[src/rtl/cpu_pkg.sv]
// Shared definitions for the 16-bit processor: opcode field helpers,
// RAM-source opcode classes and the instruction sequencer state encoding.
package cpu_pkg;

    localparam int DATA_WIDTH = 16;

    localparam logic [3:0]  PC_RAM_OP   = 4'h7;
    localparam logic [3:0]  PC_ROM_OP   = 4'hF;
    localparam logic [3:0]  ALU_RAM_OP  = 4'h3;
    localparam logic [15:0] HALT_OPCODE = 16'hFFFF;

    typedef enum logic [2:0] {
        S_HALTED = 3'd0,
        S_FETCH  = 3'd1,
        S_DECODE = 3'd2,
        S_MEM    = 3'd3,
        S_EXEC   = 3'd4,
        S_FAULT  = 3'd5
    } seq_state_t;

    function automatic logic [3:0] op_select(input logic [15:0] op);
        return op[15:12];
    endfunction

    function automatic logic [3:0] op_operation(input logic [15:0] op);
        return op[11:8];
    endfunction

    // Instructions whose source operand lives in RAM need an extra MEM phase.
    function automatic logic op_needs_ram(input logic [15:0] op);
        return (op_select(op) == ALU_RAM_OP) || (op_select(op) == PC_RAM_OP);
    endfunction

endpackage

[src/rtl/seq_wait_timer.sv]
// Counts cycles spent waiting on a handshake; expired goes high on the
// WAIT_LIMIT-th consecutive enabled cycle so that cycle's handshake loses.
module seq_wait_timer #(
    parameter int WAIT_LIMIT = 255
) (
    input  logic clk,
    input  logic reset,
    input  logic i_clear,
    input  logic i_enable,
    output logic o_expired
);

    localparam logic [15:0] LAST_COUNT = 16'(WAIT_LIMIT - 1);

    logic [15:0] r_count;

    always_ff @(posedge clk) begin
        if (reset || i_clear) begin
            r_count <= 16'd0;
        end else if (i_enable) begin
            r_count <= r_count + 16'd1;
        end
    end

    assign o_expired = i_enable && (r_count == LAST_COUNT);

endmodule

[src/rtl/instr_sequencer.sv]
// Fetch/decode/execute controller: fetches {opcode, operand} from ROM, reads a
// RAM operand when needed, and pulses pc_enable/exec_enable once per instruction.
module instr_sequencer
    import cpu_pkg::*;
#(
    parameter int DATA_WIDTH = cpu_pkg::DATA_WIDTH,
    parameter int WAIT_LIMIT = 255
) (
    input  logic                    clk,
    input  logic                    reset,
    input  logic                    run,
    input  logic                    step,
    input  logic                    halt_req,
    input  logic [2*DATA_WIDTH-1:0] rom_data,
    input  logic                    rom_valid,
    output logic                    rom_req,
    output logic                    pc_read_enable,
    output logic                    ram_req,
    output logic [DATA_WIDTH-1:0]   ram_addr,
    input  logic                    ram_ack,
    input  logic [DATA_WIDTH-1:0]   ram_data,
    output logic [DATA_WIDTH-1:0]   opcode,
    output logic [DATA_WIDTH-1:0]   operand,
    output logic [DATA_WIDTH-1:0]   mem_data,
    output logic                    pc_enable,
    output logic                    exec_enable,
    output logic                    halted,
    output logic                    fault,
    output logic [15:0]             instr_count,
    output seq_state_t              dbg_state
);

    seq_state_t r_state;
    seq_state_t w_next_state;
    logic       r_step_flag;
    logic       w_waiting;
    logic       w_expired;
    logic       w_timer_clear;

    assign w_waiting     = (r_state == S_FETCH) || (r_state == S_MEM);
    assign w_timer_clear = (w_next_state != r_state);
    assign ram_addr      = operand;
    assign dbg_state     = r_state;

    seq_wait_timer #(.WAIT_LIMIT(WAIT_LIMIT)) u_wait_timer (
        .clk       (clk),
        .reset     (reset),
        .i_clear   (w_timer_clear),
        .i_enable  (w_waiting),
        .o_expired (w_expired)
    );

    // Handshakes are only looked at in their own state; the timeout wins a tie.
    always_comb begin
        w_next_state = r_state;
        case (r_state)
            S_HALTED: if (!halt_req && (run || step)) w_next_state = S_FETCH;
            S_FETCH: begin
                if (w_expired)      w_next_state = S_FAULT;
                else if (rom_valid) w_next_state = S_DECODE;
            end
            S_DECODE: begin
                if (opcode[15:0] == HALT_OPCODE)     w_next_state = S_HALTED;
                else if (op_needs_ram(opcode[15:0])) w_next_state = S_MEM;
                else                                 w_next_state = S_EXEC;
            end
            S_MEM: begin
                if (w_expired)    w_next_state = S_FAULT;
                else if (ram_ack) w_next_state = S_EXEC;
            end
            S_EXEC: begin
                if (halt_req || r_step_flag || !run) w_next_state = S_HALTED;
                else                                 w_next_state = S_FETCH;
            end
            S_FAULT: w_next_state = S_FAULT;
            default: w_next_state = S_FAULT;
        endcase
    end

    // Status and strobes are registered from the next state so they line up
    // exactly with the state they describe.
    always_ff @(posedge clk) begin
        if (reset) begin
            r_state        <= S_HALTED;
            r_step_flag    <= 1'b0;
            halted         <= 1'b1;
            fault          <= 1'b0;
            rom_req        <= 1'b0;
            pc_read_enable <= 1'b0;
            ram_req        <= 1'b0;
            pc_enable      <= 1'b0;
            exec_enable    <= 1'b0;
            opcode         <= '0;
            operand        <= '0;
            mem_data       <= '0;
            instr_count    <= 16'd0;
        end else begin
            r_state        <= w_next_state;
            halted         <= (w_next_state == S_HALTED);
            fault          <= (w_next_state == S_FAULT);
            rom_req        <= (w_next_state == S_FETCH);
            pc_read_enable <= (w_next_state == S_FETCH);
            ram_req        <= (w_next_state == S_MEM);
            pc_enable      <= (w_next_state == S_EXEC);
            exec_enable    <= (w_next_state == S_EXEC);

            if (r_state == S_FETCH && rom_valid && !w_expired) begin
                opcode  <= rom_data[2*DATA_WIDTH-1:DATA_WIDTH];
                operand <= rom_data[DATA_WIDTH-1:0];
            end
            if (r_state == S_MEM && ram_ack && !w_expired) begin
                mem_data <= ram_data;
            end

            // A start from HALTED without run can only be a single step.
            if (r_state == S_HALTED && w_next_state == S_FETCH) begin
                r_step_flag <= !run;
            end else if (r_state == S_EXEC) begin
                r_step_flag <= 1'b0;
            end

            if (r_state == S_EXEC) begin
                instr_count <= instr_count + 16'd1;
            end
        end
    end

endmodule

[config.mk]
export PLATFORM = sky130hd
export DESIGN_NAME = instr_sequencer
export DESIGN_NICKNAME = d
export VERILOG_FILES = /design/src/rtl/cpu_pkg.sv /design/src/rtl/seq_wait_timer.sv /design/src/rtl/instr_sequencer.sv
export SDC_FILE = /design/constraint.sdc
export NUM_CORES = 1
export LEC_CHECK = 0
export BUFFER_PORTS_ARGS = -buffer_cell sky130_fd_sc_hd__buf_2
export CAP_MARGIN = 20
export CORE_MARGIN = 5
export CORE_UTILIZATION = 52
export CTS_CLUSTER_DIAMETER = 100
export DETAILED_ROUTE_END_ITERATION = 8
export GPL_TIMING_DRIVEN = 0
export MAX_ROUTING_LAYER = met4
export PLACE_DENSITY = 0.87
export SLEW_MARGIN = 25
export SYNTH_ARGS = -nofsm -noshare
export SYNTH_HDL_FRONTEND = slang
export SYNTH_SLANG_ARGS = --single-unit
export TNS_END_PERCENT = 30
[constraint.sdc]
create_clock -name clk -period 4.9 [get_ports clk]
set_input_delay 0.49 -clock clk [delete_from_list [all_inputs] [get_ports clk]]
set_output_delay 0.49 -clock clk [all_outputs]
set_load 0.02 [all_outputs]
==> results.ini <==
[layout]
layout-drive-gt1-share_pct = 32.09
fin_nets = 645
utilization_pct = 66.78
diodes = 0
finish.instance_area_um2 = 4766
area.growth.synth_to_final_pct = 27.26

[placed_design]
hpwl_um = 7148
gp_congestion = 0.8813
postPlaceCellArea_um2 = 4584
post-place-ws_ns = 2.411
io_buffers = 143

[sta]
clock-skew-final_ns = 0.009874
rsz0062_at_grt = false
slew_headroom_pct = 47.62
max_freq_mhz = 406.0
period_share_pct = 50.27
setup_ws_ns = 2.437
final_max_slew_viol_count = 0
finalSetupViolations = 0
fin_crit_ns = 2.463
worst_pin_slew_ns = 0.7828
hold_viol = 0
setup_tns_ns = 0

[clock_tree]
post-cts-setup-buffers = 0
cts_tree = yes
post_cts_resized = 0
htreeDepth = 3
clk_pin_slew_ns = 0.09
clock_path_buffers = 2
cts_buffers = 9
hold_buffers = 0
clock-root-buffer = clkbuf_8
clk_latency_ns = 0.36
cts_sinks = 89

[route]
viasPerCell = 4.951
drtIter0Drc = 187
drc_errors = 0
dr.pass1.iters = 4
vias = 3421
drt-total-wl_um = 9219
wl_per_cell_um = 13.34
ant_nets = 0

[yosys]
netlist_top_cells_area = dfxtp_1 (48%), nand2_1 (8.1%), nor2_1 (5.4%)
synth_mux_area_share_pct = 4.544
synth_top_area_share_pct = 47.58
yosys.area_share.adder_pct = 1.002
syn-instance-count = 433
synth-async-reset-ratio_pct = 0
synth_largest_area_cell = dfxtp_1
yosys_warnings = 0
ys_seq_area_share_pct = 47.58
synth_xor_area_share_pct = 6.315
synth_compound_area_share_pct = 10.26
synth_nets = 491
ys_types = 47
synth_top_family_by_area = simple AND/OR/NAND/NOR gates
yosys.area_share.simple_pct = 23.15
synth_area_um2 = 3745
synth-edff-count = 0
synth-main-ff-cell = dfxtp_1
syn_avg_cell_area_um2 = 8.649
ys_ff_latch = 89

[floorplanning]
die_area_um2 = 8998
placementRows = 31
initial_utilization_pct = 52.47
ios = 145
core_area_um2 = 7137
die_w_um = 94.86
die_y_um = 94.86

[power]
ir_worst_vdd_v = 0.0001918
powerDensity_nw_per_um2 = 286.8
cellLeakagePower_uw = 0.002152
design_power_total_uw = 1367

[worst_setup_path]
r2r-start = u_wait_timer.r_count[0]
crit_start = u_wait_timer.r_count[0]
crit_top_cell = nor2_1
worstPathMaxFanout = 10
slowest_delay_ns = 0.62
worstSetupEndpoint = mem_data[10]
r2r_slack_ns = 2.44
critPathKind = reg2reg
cp.required_ns = 5.14
rr_worst_depth = 9
crit_path_cell_trace = inv_1, ha_1, nor4b_1, and4_1, clkbuf_1, nor2_1, buf_4, mux2i_1, nor2_1
worstPathArrival_ns = 2.70
cp_slowest_cell = nor2_1
cp-start-kind = flip-flop
reg2reg_to = mem_data[10]
critPathCaptureType = flip-flop

[global_routing]
grt_usage_pct = 21.96
antenna_found_initial = 0
grt_max_degree = 16
grt-ovfl-total = 0
grt_pass1_wl_um = 15210
first_global_vias = 3287

[flow_run]
maxCapViolCount = 0

[run_status]
run_status = completed

[hold_path]
hold_path_class = in2reg

## cell usage in the layout (no fill, tap or decap), drive strengths merged, types with 2 or more instances in the layout
cell    instances
and3            4
nor2           54
xor2           21
and2            5
a21oi          38
nand2          81
nand4          12
mux2i          17
nor3            5
a21o            2
or2             3
buf           166
clkinv          5
nor2b           5
inv            10
xnor2           6
or3             4
o21ai           6
clkbuf         25
ha              3
nand3           9
and4            3
dfxtp          89
## worst max-delay path, delay by kind of cell (launching register included)
kind,cells,cell delay (ns)
mux,1,0.22
fa+ha+maj,1,0.19
buf+inv,3,0.55
flops,1,0.42
simple gates,4,0.98
## kinds of logic (layout without fill, tap and decap cells)
logic type,Yosys count,in the layout
AOI/OAI and AO/OA,58,58
xor gates and xnor gates,27,27
adders and majority gates,3,3
buffers and inverters,48,207
DFF,89,89
muxes,17,17
and+or+nand+nor,191,191
## flip-flops by register name (all words and copies together), names as in the netlist
signal                flops
opcode                   16
halted                    1
mem_data                 16
ram_req                   1
r_step_flag               1
operand                  16
fault                     1
pc_read_enable            1
u_wait_timer.r_count     16
instr_count              16
dbg_state                 3
exec_enable               1
## how the worst min path moves through the flow
| stage | from | endpoint | depth (start not counted) |
|---|---|---|---|
| 6_report | rom_data[14] | operand[14] | 3 |
| 5_1_grt | rom_data[1] | operand[1] | 3 |
| 4_1_cts | rom_data[14] | operand[14] | 3 |
| 3_5_place_dp | opcode[2] | opcode[2] | 2 |
| 3_3_place_gp | operand[14] | operand[14] | 2 |
| 2_1_floorplan | u_wait_timer.r_count[7] | u_wait_timer.r_count[7] | 2 |
## cell type report
class | count | area (um2)
multi-input combinational | 296 | 1695
clock inverter | 6 | 43.79
tap | 99 | 123.9
clock buffer | 10 | 137.6
fill | 642 | 2371
buffer | 38 | 230.2
inverter | 10 | 37.54
timing repair buffer | 143 | 715.7
sequential | 89 | 1782
## layer usage
layer	vias to the layer above	track usage (%)	wire, um
li1	1734	-	-
met1	1595	26.05	3887
met2	75	36.35	4813
met3	17	4.940	396
met4	0	8.293	122
met5	-	-	0
## cell usage after synthesis (all sizes together), types with 2 or more instances
library cell and count:
a21o 2, a21oi 38, and2 5, and3 4, and4 3, buf 23
clkbuf 15, dfxtp 89, ha 3, inv 10, mux2i 17, nand2 81
nand3 9, nand4 12, nor2 54, nor2b 5, nor3 5, o21ai 6
or2 3, or3 4, xnor2 6, xor2 21
## stage by stage
stage / hold slack [ns] / instances
3_3_place_gp: 0.4528 / 675
6_report: 0.3592 / 691
4_1_cts: 0.3477 / 691
5_1_grt: 0.3433 / 691
3_5_place_dp: 0.4640 / 675
2_1_floorplan: 0.4722 / 433
## power breakdown
part | internal (uW) | switching, uW
combinational | 63.5 | 94.1
clock | 199 | 261
sequential | 738 | 11.7
(Power assumes the default switching activity.)
